===== config.mk =====
export PLATFORM = sky130hd
export DESIGN_NAME = uart_rx_fifo
export DESIGN_NICKNAME = d
export VERILOG_FILES = /design/src/rtl/uart_rx_fifo.sv
export SDC_FILE = /design/constraint.sdc
export NUM_CORES = 1
export LEC_CHECK = 0
export CAP_MARGIN = 10
export CORE_MARGIN = 1
export CORE_UTILIZATION = 40
export DETAILED_ROUTE_END_ITERATION = 8
export PLACE_DENSITY = 0.64
export RECOVER_POWER = 50
export SLEW_MARGIN = 20
export SYNTH_ARGS = -nofsm -noshare
export SYNTH_HDL_FRONTEND = slang
export SYNTH_SLANG_ARGS = --single-unit

===== constraint.sdc =====
create_clock -name clk -period 5.7 [get_ports clk]
set_clock_uncertainty 0.1 [all_clocks]
set_input_delay 0.57 -clock clk [delete_from_list [all_inputs] [get_ports clk]]
set_output_delay 0.57 -clock clk [all_outputs]
set_load 0.01 [all_outputs]

===== src/rtl/uart_rx_fifo.sv =====
// Receive buffer behind the UART receiver: FWFT word FIFO with overrun/error statistics,
// fill-level threshold flag and an idle-timeout flag for servicing partial packets.
module uart_rx_fifo #(
  parameter int DATA_WIDTH = 10,
  parameter int ADDR_WIDTH = 4,
  parameter int CNT_WIDTH  = 8
) (
  input  logic                  clk,
  input  logic                  reset,
  input  logic                  wr_tick,
  input  logic [DATA_WIDTH-1:0] wr_data,
  input  logic                  rd_en,
  output logic [DATA_WIDTH-1:0] rd_data,
  output logic                  empty,
  output logic                  full,
  output logic [ADDR_WIDTH:0]   level,
  input  logic [ADDR_WIDTH:0]   rx_thresh,
  output logic                  thresh_hit,
  input  logic [23:0]           timeout_cycles,
  output logic                  rx_timeout,
  output logic                  overrun,
  output logic [CNT_WIDTH-1:0]  parity_err_cnt,
  output logic [CNT_WIDTH-1:0]  frame_err_cnt,
  input  logic                  clr_status
);

  localparam int DEPTH = 2 ** ADDR_WIDTH;
  localparam logic [ADDR_WIDTH:0]   FULL_LVL = (ADDR_WIDTH + 1)'(DEPTH);
  localparam logic [ADDR_WIDTH:0]   LVL_ONE  = (ADDR_WIDTH + 1)'(1);
  localparam logic [ADDR_WIDTH-1:0] PTR_ONE  = ADDR_WIDTH'(1);
  localparam logic [CNT_WIDTH-1:0]  CNT_ONE  = CNT_WIDTH'(1);
  localparam logic [CNT_WIDTH-1:0]  CNT_MAX  = '1;

  logic [DATA_WIDTH-1:0] mem [DEPTH];
  logic [ADDR_WIDTH-1:0] rd_ptr;
  logic [ADDR_WIDTH-1:0] wr_ptr;
  logic [ADDR_WIDTH:0]   count;
  logic [23:0]           idle_cnt;
  logic                  do_rd;
  logic                  do_wr;
  logic                  idle_clr;
  logic                  drop;

  assign empty      = (count == '0);
  assign full       = (count == FULL_LVL);
  assign level      = count;
  assign rd_data    = empty ? '0 : mem[rd_ptr];
  assign thresh_hit = (rx_thresh != '0) && (count >= rx_thresh);

  // A pop frees a slot in the same cycle, so a full FIFO still accepts a write alongside it.
  assign do_rd    = rd_en && !empty;
  assign do_wr    = wr_tick && (!full || do_rd);
  assign drop     = wr_tick && full && !rd_en;
  assign idle_clr = empty || do_wr || do_rd || (timeout_cycles == '0);

  always_ff @(posedge clk) begin
    if (do_wr) mem[wr_ptr] <= wr_data;
  end

  always_ff @(posedge clk or posedge reset) begin
    if (reset) begin
      rd_ptr <= '0;
      wr_ptr <= '0;
      count  <= '0;
    end else begin
      if (do_rd) rd_ptr <= rd_ptr + PTR_ONE;
      if (do_wr) wr_ptr <= wr_ptr + PTR_ONE;
      case ({do_wr, do_rd})
        2'b10:   count <= count + LVL_ONE;
        2'b01:   count <= count - LVL_ONE;
        default: count <= count;
      endcase
    end
  end

  // Dropped words still count toward the error statistics.
  always_ff @(posedge clk or posedge reset) begin
    if (reset) begin
      overrun        <= 1'b0;
      parity_err_cnt <= '0;
      frame_err_cnt  <= '0;
    end else if (clr_status) begin
      overrun        <= 1'b0;
      parity_err_cnt <= '0;
      frame_err_cnt  <= '0;
    end else begin
      if (drop) overrun <= 1'b1;
      if (wr_tick && wr_data[DATA_WIDTH-1] && (parity_err_cnt != CNT_MAX))
        parity_err_cnt <= parity_err_cnt + CNT_ONE;
      if (wr_tick && wr_data[DATA_WIDTH-2] && (frame_err_cnt != CNT_MAX))
        frame_err_cnt <= frame_err_cnt + CNT_ONE;
    end
  end

  always_ff @(posedge clk or posedge reset) begin
    if (reset) begin
      idle_cnt   <= '0;
      rx_timeout <= 1'b0;
    end else begin
      if (idle_clr) idle_cnt <= '0;
      else if (idle_cnt < timeout_cycles) idle_cnt <= idle_cnt + 24'd1;

      if (clr_status || do_rd || do_wr) rx_timeout <= 1'b0;
      else if (!idle_clr && (idle_cnt < timeout_cycles) && (idle_cnt + 24'd1 == timeout_cycles))
        rx_timeout <= 1'b1;
    end
  end

endmodule


* Word-level counts from Yosys, hierarchy flattened
Memory sizes are Yosys's and may differ from the RTL's.
Index checks and enable logic that the tools add are counted.
** Storage, ports and cells
- Memory bits (read-only) :: 0
- Latch bits :: 0
- Memories :: 1
- Bits in registers :: 55
- Word-level logic and storage cells :: 68
- Input port bits :: 44
- Output and inout bits :: 36
- RAM bits :: 160
** Memories
- mem :: depth 16, bits a word 10, rd ports 1, clocked after Yosys merged registers in 0, wr ports 1, RTL line 34 : logic [DATA_WIDTH-1:0] mem [DEPTH];
** Operators by class
- Divide/modulo/power cells :: 0
- Bitwise operators :: 0
- Muxes and demuxes :: 14
- Shift operators :: 0
- Order comparisons :: 2
- Multipliers :: 0
- Eq/ne operators :: 6
- Reductions and logical operators :: 30
- Add/subtract/negate cells :: 7
** Operators by type and width (number)
- 2-to-1 mux 24 bit :: 2
- 2-to-1 mux 8 bit :: 4
- adder 24 x 1 -> 24 bit (second input constant) :: 1
- == test 24 bit :: 1
- logical NOT 24 bit :: 1
- less-than comparator 24 bit :: 1
- adder 8 x 1 -> 8 bit (second input constant) :: 2
- inequality test 8 bit (second input constant) :: 2
- nonzero test 2 bit :: 6
- logical AND 1 bit :: 11
- 2-to-1 mux 10 bit :: 1
- one-hot mux 5 bit (2 select lines) :: 1
- adder 4 x 1 -> 4 bit (second input constant) :: 2
- logical OR 1 bit :: 6
- 2-to-1 mux 1 bit :: 6
- adder 5 x 1 -> 5 bit (second input constant) :: 1
- == test 5 bit (second input constant) :: 1
- greater-or-equal comparator 5 bit :: 1
- logical NOT 5 bit :: 1
- nonzero test 5 bit :: 1
- subtractor 5 x 1 -> 5 bit (second input constant) :: 1
- logical NOT 1 bit :: 4
- == test 2 x 1 -> 1 bit (second input constant) :: 1
- == test 2 bit (second input constant) :: 1

* Longest topological paths before layout
Gate-level depths: netlist of run 1.
- Depth in word-level cells :: 13
- Depth in mapped cells :: 13

* Worst setup path after synthesis of run 1
OpenSTA, ideal clock, no wires.
- Path type :: register to output
- Start point :: register rd_ptr[0]
- End point :: output rd_data[0]
- Path slack :: 2.714 ns
- Cell stages (with the launch flop) :: 6
- Arrival time :: 2.316 ns
- Cells stage by stage :: dfrtp_1 -> clkbuf_1 -> buf_1 -> mux4_2 -> mux4_2 -> and2_1
** On the way
- Cells in the longest elaborated chain, start to end :: 2
** Ends and longest elaborated chain
- start: declaration :: RTL line 35 : logic [ADDR_WIDTH-1:0] rd_ptr;
- start signal: assignment :: RTL line 66 : if (do_rd) rd_ptr <= rd_ptr + PTR_ONE;
- memory (16 x 10 bit)
- 2-to-1 mux 10 bit :: RTL line 47 : assign rd_data = empty ? '0 : mem[rd_ptr];
- end: declaration :: RTL line 13 : output logic [DATA_WIDTH-1:0] rd_data,
Every way passes these cells.

* Worst setup path after layout of run 1
- Start point :: register count[0] (netlist: level[0])
- End point :: register rx_timeout
** On the way
- Cells in the longest elaborated chain, start to end :: 12
- Elaborated cells between the ends (all ways) :: 17
- Classes of those cells :: eq/ne (1); mux (1); reduce/logical (15)
** Ends and longest elaborated chain
- start: declaration :: RTL line 37 : logic [ADDR_WIDTH:0] count;
- start signal: assignment :: RTL line 69 : 2'b10: count <= count + LVL_ONE;
- start signal: assignment :: RTL line 70 : 2'b01: count <= count - LVL_ONE;
- start signal: assignment :: RTL line 71 : default: count <= count;
- logical NOT 5 bit :: RTL line 44 : assign empty = (count == '0);
- logical NOT 1 bit :: RTL line 51 : assign do_rd = rd_en && !empty;
- logical AND 1 bit :: RTL line 51
- logical OR 1 bit :: RTL line 52 : assign do_wr = wr_tick && (!full || do_rd);
- logical AND 1 bit :: RTL line 52
- logical OR 1 bit (3 in series) :: RTL line 54 : assign idle_clr = empty || do_wr || do_rd || (timeout_cycles == '0);
- logical NOT 1 bit :: RTL line 104 : else if (!idle_clr && (idle_cnt < timeout_cycles) && (idle_cnt + 24'd1 == timeout_cycles))
- logical AND 1 bit (2 in series) :: RTL line 104
- nonzero test 2 bit (no source line)
- end signal: assignment :: RTL line 98 : rx_timeout <= 1'b0;
- end signal: assignment :: RTL line 103 : if (clr_status || do_rd || do_wr) rx_timeout <= 1'b0;
- end signal: assignment :: RTL line 105 : rx_timeout <= 1'b1;
- end: declaration :: RTL line 20 : output logic rx_timeout,
Several ways; a longest one is shown, not always the timed one.
A chain may end at the register's enable or synchronous reset.

==> results of run 1 <==
[worst min-delay path, cell delays in order (launching register included)]
cell and delay [ns]:
dfrtp_1 0.36, a21oi_1 0.05, nor2_1 0.08
[sequential cells by signal, indices dropped and copies added (netlist names)]
signal          flops
mem               160
idle_cnt           24
frame_err_cnt       8
parity_err_cnt      8
level               5
rd_ptr              4
wr_ptr              4
overrun             1
rx_timeout          1
[per-layer routing]
layer	share of wire [%]	vias to the layer above	track usage [%]
li1	-	2997	-
met1	46	3199	26.0
met2	48	134	30.3
met3	4.3	21	2.17
met4	1.1	0	3.83
met5	0	-	0
[through the flow]
stage | util (%) | cells | cell area (um^2) | worst slack (ns) | hold slack [ns]
after floorplan | - | 755 | 10500 | 2.71 | 0.416
after global placement | 46.0 | 1145 | 11700 | 1.90 | 0.432
after detailed placement | 46.0 | 1145 | 11700 | 1.85 | 0.433
after CTS | 48.8 | 1185 | 12400 | 1.34 | 0.452
after global routing | 48.7 | 1185 | 12400 | 1.14 | 0.501
final | 48.7 | 1186 | 12400 | 1.34 | 0.437
[final cells by class]
type / count / area (um^2) / area share (%)
flip-flops and latches: 215 / 6180 / 50.0
multi-input cells: 460 / 4000 / 32.4
repair buffers: 95 / 900 / 7.28
clock buffers: 24 / 558 / 4.51
well taps: 330 / 413 / 3.34
inverters: 45 / 169 / 1.37
clock inverters: 16 / 134 / 1.08
diodes: 1 / 2.50 / 0.0202
[layout by cell type, fill, tap and decap left out, drive strengths merged, types with 12 or more instances in the layout]
master and count:
a21oi 21, and2 14, buf 13, clkbuf 27, clkdlybuf4s50 67, clkinv 14, dfrtp 55, dlygate4sd3 12
edfxtp 160, ha 40, inv 44, mux4 50, nand2 32, nand3 23, nand4 17, nor2 60
nor3 22, nor4 22, o21ai 15, xnor2 63, xor2 14
[cell families (layout without fill, tap and decap cells)]
kind of cell / count (synthesis) / in the layout / share of synthesized area [%]
simple gates: 223 / 223 / 11.0
fa+ha+maj: 41 / 41 / 4.97
buf+inv: 80 / 180 / 2.98
xor+xnor: 77 / 77 / 6.45
other cells: 0 / 1 / 0
compound gates: 62 / 62 / 4.11
flops: 215 / 215 / 59.1
mux: 57 / 57 / 11.5
[worst min-delay path by stage]
stage / endpoint / slack (ns) / cells past startpoint
2_1_floorplan: wr_ptr[0]$_DFFE_PP0P_ / 0.42 / 1
4_1_cts: overrun$_DFFE_PP0P_ / 0.45 / 2
6_report: overrun$_DFFE_PP0P_ / 0.44 / 2
5_1_grt: frame_err_cnt[7]$_DFFE_PP0P_ / 0.50 / 2
3_5_place_dp: overrun$_DFFE_PP0P_ / 0.43 / 2
3_3_place_gp: overrun$_DFFE_PP0P_ / 0.43 / 2
[power breakdown]
part | internal (mW) | leakage [nW] | total (mW) | switching (mW)
Sequential | 1.85 | 2.18 | 2.11 | 0.256
Combinational | 0.777 | 1.87 | 1.34 | 0.558
Clock | 0.798 | 0.337 | 1.38 | 0.583
==> flow_metrics.py, run 1 <==
metrics = {
    "logic_synthesis": {
        "synth_top_area_share_pct": 45.9,
        "synth_top_area_cell": "edfxtp_1",
        "yosysWarningCount": 0,
        "yosysMostFrequentCell": "edfxtp_1",
        "synth_nets": 840,
        "synth.distinct_cells": 52,
        "synthArstFlopShare_pct": 25.6,
        "avgSynthCellArea_um2": 13.9,
        "synth.area.top_cells": "edfxtp_1 46%, dfrtp_1 13%, mux4_2 11%",
        "synth_cells": 755,
        "synthTopCellsByCount": "160 x edfxtp_1, 63 x xnor2_1, 60 x nor2_1",
        "ys_ff_latch": 215,
        "synth_area_um2": 10500,
        "synth-main-ff-cell": "edfxtp_1",
        "synth-edff-count": 160,
        "yosysSeqAreaShare_pct": 59.1,
    },
    "power_and_ir_drop": {
        "ir_drop_mv": 0.241,
        "pwr_density_cell_nw_per_um2": 390,
        "power_mw": 4.82,
        "p_leak_nw": 4.39,
    },
    "routing": {
        "first_pass_iters": 5,
        "drt.antenna.violating_nets": 0,
        "detail_route.wl_per_cell_um": 20.0,
        "drc": 0,
        "wl_mm": 23.7,
        "drt_iter0_drc": 430,
        "post_drt_via_cell_ratio": 5.35,
        "dr_total_vias": 6351,
    },
    "worst_setup_path": {
        "worstPathArrival_ns": 4.66,
        "crit_start": "level[0]$_DFFE_PP0P_",
        "cp-start-kind": "flip-flop",
        "r2r_cells": 7,
        "worstSetupPathType": "reg -> reg",
        "r2r_start": "level[0]$_DFFE_PP0P_",
        "worst-path-buf-inv": 0,
        "end_kind": "flip-flop",
        "regToRegSetupSlack_ns": 1.34,
        "critPathMaxFanout": 25,
        "critPathMostFrequentCell": "or4_1",
        "cp_num_cells": 7,
        "crit_chain": "or4_1 > o21ai_0 > o2111ai_4 > a2111oi_2 > nand4_1 > or4_1 > o41ai_2",
        "cp_top_family": "compound AO/OA/AOI/OAI gates",
        "cp.required_ns": 6.00,
        "crit_path_end": "rx_timeout$_DFFE_PP0P_",
        "cp_slowest_cell": "o21ai_0",
        "cpPeakStageDelay_ns": 1.14,
        "r2r-end": "rx_timeout$_DFFE_PP0P_",
    },
    "clock_tree": {
        "cts_resized": 0,
        "cts_tree": "done",
        "postCtsSetupRepairBufs": 0,
        "worstSkewPairLatency_ns": 0.50,
        "clkSinkCount": 215,
        "clkTransAtPathRegs_ns": 0.06,
        "cts_root_buffer": "clkbuf_16",
        "htree_levels": 1,
        "cts_hold_buf": 0,
        "cts_buffer_depth": 3,
        "cts_made_buffers": 22,
    },
    "sta": {
        "slew_viol_final": 56,
        "max_slew_margin_pct": -110,
        "tightest_slew_ns": 3.15,
        "fin_tns_setup_ns": 0,
        "max_freq_mhz": 229,
        "setup_viol": 0,
        "min_period_ns": 4.36,
        "hold_violations": 0,
        "min_period_over_period_pct": 76.6,
        "rsz0062_at_grt": "false",
    },
    "global_routing": {
        "antenna_found_initial": 1,
        "overflow": 0,
        "grt_max_degree": 56,
        "grt_pass1_wl_mm": 37.0,
        "globalRouteTotalUtil_pct": 18.3,
        "grt_pass1_vias": 6234,
    },
    "cells_and_area": {
        "post_route_cells_drive_above_1_share_pct": 13.0,
        "nets": 924,
        "areaGrowthSynthToFinish_pct": 18.1,
        "fill_cells": 2250,
    },
    "flow_run": {
        "cap_violations": 1,
    },
    "placed_design": {
        "routabilityCongestion": 0.847,
        "port_buffers": 79,
        "hpwl_mm": 15.5,
    },
    "status": {
        "status": "finished with violations",
        "violations": "max-capacitance violations, max-slew violations",
    },
    "die": {
        "die_area_um2": 26800,
        "chipHeight_um": 164,
        "core_um2": 25400,
        "ios": 80,
        "num_rows": 58,
        "initial_core_util_pct": 41.2,
        "die_w_um": 164,
    },
    "min_path": {
        "hp-class": "reg -> reg",
        "hold_start": "overrun$_DFFE_PP0P_",
    },
}
Note: power is estimated with default switching activity, not from simulation.
==> run 2, diff against run 1 <==
Clock period 5.7 ns to 4.4 ns, I/O delays scaled along.
==> flow_metrics.py, run 2 (synthesis results as in run 1) <==
metrics = {
    "routing": {
        "dr_total_vias": 6325,
        "drt_iter0_drc": 380,
        "drc": 0,
        "drt.antenna.violating_nets": 0,
        "first_pass_iters": 5,
        "post_drt_via_cell_ratio": 5.32,
        "wl_mm": 23.2,
        "detail_route.wl_per_cell_um": 19.5,
    },
    "die": {
        "die_area_um2": 26800,
        "chipHeight_um": 164,
        "ios": 80,
        "core_um2": 25400,
        "initial_core_util_pct": 41.2,
        "num_rows": 58,
        "die_w_um": 164,
    },
    "sta": {
        "fin_ws_ns": 0.759,
        "min_period_ns": 3.64,
        "setup_viol": 0,
        "slew_viol_final": 0,
        "rsz0062_at_grt": "false",
        "max_slew_margin_pct": 1.68,
        "max_freq_mhz": 275,
        "hold_violations": 0,
        "min_period_over_period_pct": 82.8,
        "fin_tns_setup_ns": 0,
        "tightest_slew_ns": 1.47,
    },
    "worst_setup_path": {
        "critPathMaxFanout": 16,
        "cp_top_family": "simple AND/OR/NAND/NOR gates",
        "worstSetupPathType": "reg -> reg",
        "crit_chain": "nor4_1 > nand2b_1 > clkbuf_1 > nand2_1 > nor2_1 > ha_1 > nor2b_1 > o21ai_0 > nand2b_1 > nor2_1 > nand2_1 > and3_1 > a311o_1",
        "r2r_cells": 13,
        "worstPathArrival_ns": 3.92,
        "cpPeakStageDelay_ns": 0.58,
        "cp-start-kind": "flip-flop",
        "r2r_start": "level[0]$_DFFE_PP0P_",
        "regToRegSetupSlack_ns": 0.76,
        "end_kind": "flip-flop",
        "worst-path-buf-inv": 1,
        "crit_start": "level[0]$_DFFE_PP0P_",
        "cp_slowest_cell": "nor4_1",
        "r2r-end": "level[4]$_DFFE_PP0P_",
        "cp.required_ns": 4.68,
    },
    "power_and_ir_drop": {
        "p_leak_nw": 4.45,
        "power_mw": 6.31,
        "pwr_density_cell_nw_per_um2": 508,
        "ir_drop_mv": 0.280,
    },
    "placed_design": {
        "hpwl_mm": 15.8,
        "port_buffers": 79,
        "routabilityCongestion": 0.859,
        "pre_cts_ws_ns": 0.990,
    },
    "cells_and_area": {
        "nets": 929,
        "layout_commonest_cell": "edfxtp_1",
        "areaGrowthSynthToFinish_pct": 18.7,
        "final_util_pct": 48.9,
        "regMostFlops": "mem",
        "post_route_cells_drive_above_1_share_pct": 13.8,
        "final_cell_mix": "160 x edfxtp_1, 64 x clkdlybuf4s50_1, 63 x xnor2_1",
        "largest_registers": "mem x160, idle_cnt x24",
        "largest_reg_flops": 160,
    },
    "global_routing": {
        "grt_pass1_wl_mm": 36.7,
        "globalRouteTotalUtil_pct": 18.1,
        "grt.busiest_layer": "met2",
        "grt.met3_usage_pct": 2.22,
        "use_met2_pct": 30.9,
        "use_met1_pct": 24.3,
        "overflow": 0,
        "antenna_found_initial": 1,
        "grt_pass1_vias": 6479,
        "grt_max_degree": 38,
    },
    "clock_tree": {
        "postCtsSetupRepairBufs": 0,
        "cts_buffer_depth": 3,
        "worstSkewPairLatency_ns": 0.51,
        "cts_root_buffer": "clkbuf_16",
        "htree_levels": 1,
        "clkTransAtPathRegs_ns": 0.06,
        "cts_made_buffers": 22,
        "clkSinkCount": 215,
        "cts_resized": 0,
        "cts_hold_buf": 0,
        "cts_tree": "done",
    },
    "min_path": {
        "hp-class": "reg -> reg",
        "hold_start": "overrun$_DFFE_PP0P_",
        "holdPathEnd": "overrun$_DFFE_PP0P_",
        "holdPathStages": 2,
    },
    "flow_run": {
        "cap_violations": 0,
    },
    "status": {
        "status": "finished clean",
    },
}
==> run 2: cell types whose count changed in the layout (fill, tap and decap cells not counted), moves of 2 or more <==
cell	delta
clkdlybuf4s50_1	-3
clkinv_1	-6
dlygate4sd3_1	+3
clkbuf_1	+2
buf_4	+5
==> run 2: power breakdown <==
group	total, mW	internal, mW	switching [mW]	leakage [nW]
sequential	2.63	2.40	0.238	2.18
clock	1.81	1.05	0.753	0.340
combinational	1.87	1.04	0.830	1.93
total	6.31	4.49	1.82	4.45
==> run 2: layer usage <==
metal / share of wire (%) / routed length, um
met1: 44 / 10200
met5: 0 / 0
met2: 50 / 11600
met3: 4.3 / 991
met4: 1.9 / 442
==> run 2: tightest hold or removal path: stages, from the launching register on <==
cell	delay (ns)
dfrtp_1	0.38
a21oi_1	0.05
nor2_1	0.08
==> run 2: worst max path at each step <==
stage	slack (ns)	cells past startpoint	endpoint
after global placement	1.04	8	rx_timeout$_DFFE_PP0P_
after global routing	0.39	13	level[4]$_DFFE_PP0P_
after detailed placement	0.99	8	rx_timeout$_DFFE_PP0P_
final	0.76	13	level[4]$_DFFE_PP0P_
after floorplan	1.49	12	level[4]$_DFFE_PP0P_
after CTS	0.75	5	rd_data[0]
==> run 2: through the flow <==
step | hold WS (ns) | cell area, um^2 | cells
after floorplan | 0.416 | 10500 | 755
after global placement | 0.430 | 11700 | 1150
after detailed placement | 0.443 | 11700 | 1150
after CTS | 0.340 | 12400 | 1188
after global routing | 0.470 | 12400 | 1188
final | 0.447 | 12400 | 1189
==> run 2: cell type report <==
type / count / area (um^2)
well taps: 330 / 413
clock buffers: 28 / 583
multi-input cells: 460 / 4010
fillers: 2200 / 13000
flip-flops and latches: 215 / 6180
inverters: 45 / 169
diodes: 1 / 2.50
clock inverters: 10 / 109
repair buffers: 100 / 953
==> run 3, diff against run 2 <==
Settings changed: PLACE_DENSITY 0.64 to 0.66.
Clock period 4.4 ns to 2.9 ns, I/O delays scaled along.
==> flow_metrics.py, run 3 (synthesis results as in run 1) <==
metrics = {
    "routing": {
        "post_drt_via_cell_ratio": 5.32,
        "first_pass_iters": 5,
        "drc": 0,
        "drt_iter0_drc": 467,
        "dr_total_vias": 6687,
        "drt.antenna.violating_nets": 0,
        "detail_route.wl_per_cell_um": 19.5,
        "wl_mm": 24.5,
    },
    "power_and_ir_drop": {
        "p_leak_nw": 4.91,
        "pwr_density_cell_nw_per_um2": 808,
        "ir_drop_mv": 0.509,
        "power_mw": 10.7,
    },
    "status": {
        "violations": "negative setup slack",
        "status": "finished with violations",
    },
    "sta": {
        "slew_viol_final": 0,
        "tightest_slew_ns": 1.06,
        "fin_tns_setup_ns": -0.0735,
        "setup_viol": 4,
        "min_period_ns": 2.93,
        "fin_ws_ns": -0.0279,
        "rsz0062_at_grt": "true",
        "hold_ws_ns": 0.422,
        "min_period_over_period_pct": 101,
        "hold_violations": 0,
        "max_freq_mhz": 342,
        "max_slew_margin_pct": 29.3,
    },
    "die": {
        "initial_core_util_pct": 41.2,
        "die_w_um": 164,
        "chipHeight_um": 164,
        "num_rows": 58,
        "die_area_um2": 26800,
        "ios": 80,
        "core_um2": 25400,
    },
    "cells_and_area": {
        "nets": 995,
        "areaGrowthSynthToFinish_pct": 26.7,
        "layout_commonest_cell": "edfxtp_1",
        "regMostFlops": "mem",
        "post_route_cells_drive_above_1_share_pct": 22.2,
        "fin_cells": 1257,
        "final_util_pct": 52.2,
        "fill_cells": 2129,
        "final_cell_mix": "160 x edfxtp_1, 63 x xnor2_1, 60 x nor2_1",
        "largest_reg_flops": 160,
        "num_antenna_cells": 0,
        "largest_registers": "mem x160, idle_cnt x24",
    },
    "placed_design": {
        "port_buffers": 79,
        "dp_cells": 1196,
        "routabilityCongestion": 0.888,
        "hpwl_mm": 16.3,
    },
    "worst_setup_path": {
        "end_kind": "primary output",
        "critPathMaxFanout": 6,
        "regToRegSetupSlack_ns": 0.13,
        "cp-start-kind": "flip-flop",
        "worstPathArrival_ns": 2.54,
        "worstSetupPathType": "reg -> out",
        "cp.required_ns": 2.51,
    },
    "global_routing": {
        "grt_pass1_vias": 6678,
        "grt_max_degree": 25,
        "globalRouteTotalUtil_pct": 19.0,
        "overflow": 0,
        "antenna_found_initial": 1,
        "grt_pass1_wl_mm": 38.5,
    },
    "clock_tree": {
        "clkSinkCount": 215,
        "cts_root_buffer": "clkbuf_16",
        "clkTransAtPathRegs_ns": 0.06,
        "cts_tree": "done",
        "cts_buffer_depth": 3,
        "cts_made_buffers": 24,
        "htree_levels": 1,
        "worstSkewPairLatency_ns": 0.52,
    },
    "flow_run": {
        "cap_violations": 0,
    },
    "min_path": {
        "hp-class": "reg -> reg",
    },
}
==> run 3: changes by cell type in the layout (fill, tap and decap cells not counted), sizes merged, moves of 2 or more <==
cell           change
clkdlybuf4s50      -7
dlygate4sd3        -3
clkinv             +6
buf               +68
bufinv             +3
clkbuf             +2
==> run 3: report_power, final <==
part	internal, mW	switching (mW)	leakage [nW]	total, mW
clock network	1.95	1.18	0.410	3.13
logic	2.13	1.58	2.32	3.71
registers	3.64	0.226	2.18	3.87
total	7.72	2.99	4.91	10.7
==> run 3: metal layers <==
metal,vias up,track usage (%),share of wire [%]
met1,3338,25.6,43
li1,3142,-,-
met5,-,0,0.053
met2,175,32.8,51
met4,2,4.38,1.4
met3,30,2.07,5.2
==> run 3: layout make-up <==
class                   count  area (um^2)  share of cell area (%)
clock buffers              25          604                    4.56
clock inverters            18          220                    1.66
inverters                  45          169                    1.27
repair buffers            164         1610                    12.2
flip-flops and latches    215         6180                    46.6
well taps                 330          413                    3.11
multi-input cells         460         4060                    30.6
==> run 3: what timing repair did <==
action	4_1_cts	5_1_grt
resized for setup	63	17
buffers inserted	12	4
cloned	3	0
endpoints found under the hold margin	1	0
hold buffers	1	0
pin swaps	3	2
endpoints found under the setup margin	11	13
==> run 3: per-stage QoR <==
stage          cell area [um^2]  setup WS, ns
5_1_grt                   13300        -0.104
4_1_cts                   13300        -0.121
2_1_floorplan             10500         0.104
3_3_place_gp              12100         0.115
3_5_place_dp              12100        0.0833
6_report                  13300       -0.0279
==> run 3: critical path: stages (launching register included) <==
cell     delay (ns)
dfrtp_2        0.44
buf_12         0.15
buf_12         0.12
buf_12         0.11
mux4_2         0.44
mux4_2         0.49
and2_4         0.18
buf_6          0.11
==> run 3: worst paths after layout <==
| check | from | to | cells after the start |
|---|---|---|---|
| worst max-delay path | rd_ptr[0]$_DFFE_PP0P_ | rd_data[4] | 7 |
| worst min register to register | overrun$_DFFE_PP0P_ | overrun$_DFFE_PP0P_ | 2 |
| min in group asynchronous | reset | idle_cnt[10]$_DFFE_PP0P_ | 3 |
| max in group asynchronous | reset | parity_err_cnt[5]$_DFFE_PP0P_ | 4 |
| worst min-delay path | overrun$_DFFE_PP0P_ | overrun$_DFFE_PP0P_ | 2 |
| worst max register to register | level[1]$_DFFE_PP0P_ | rx_timeout$_DFFE_PP0P_ | 7 |
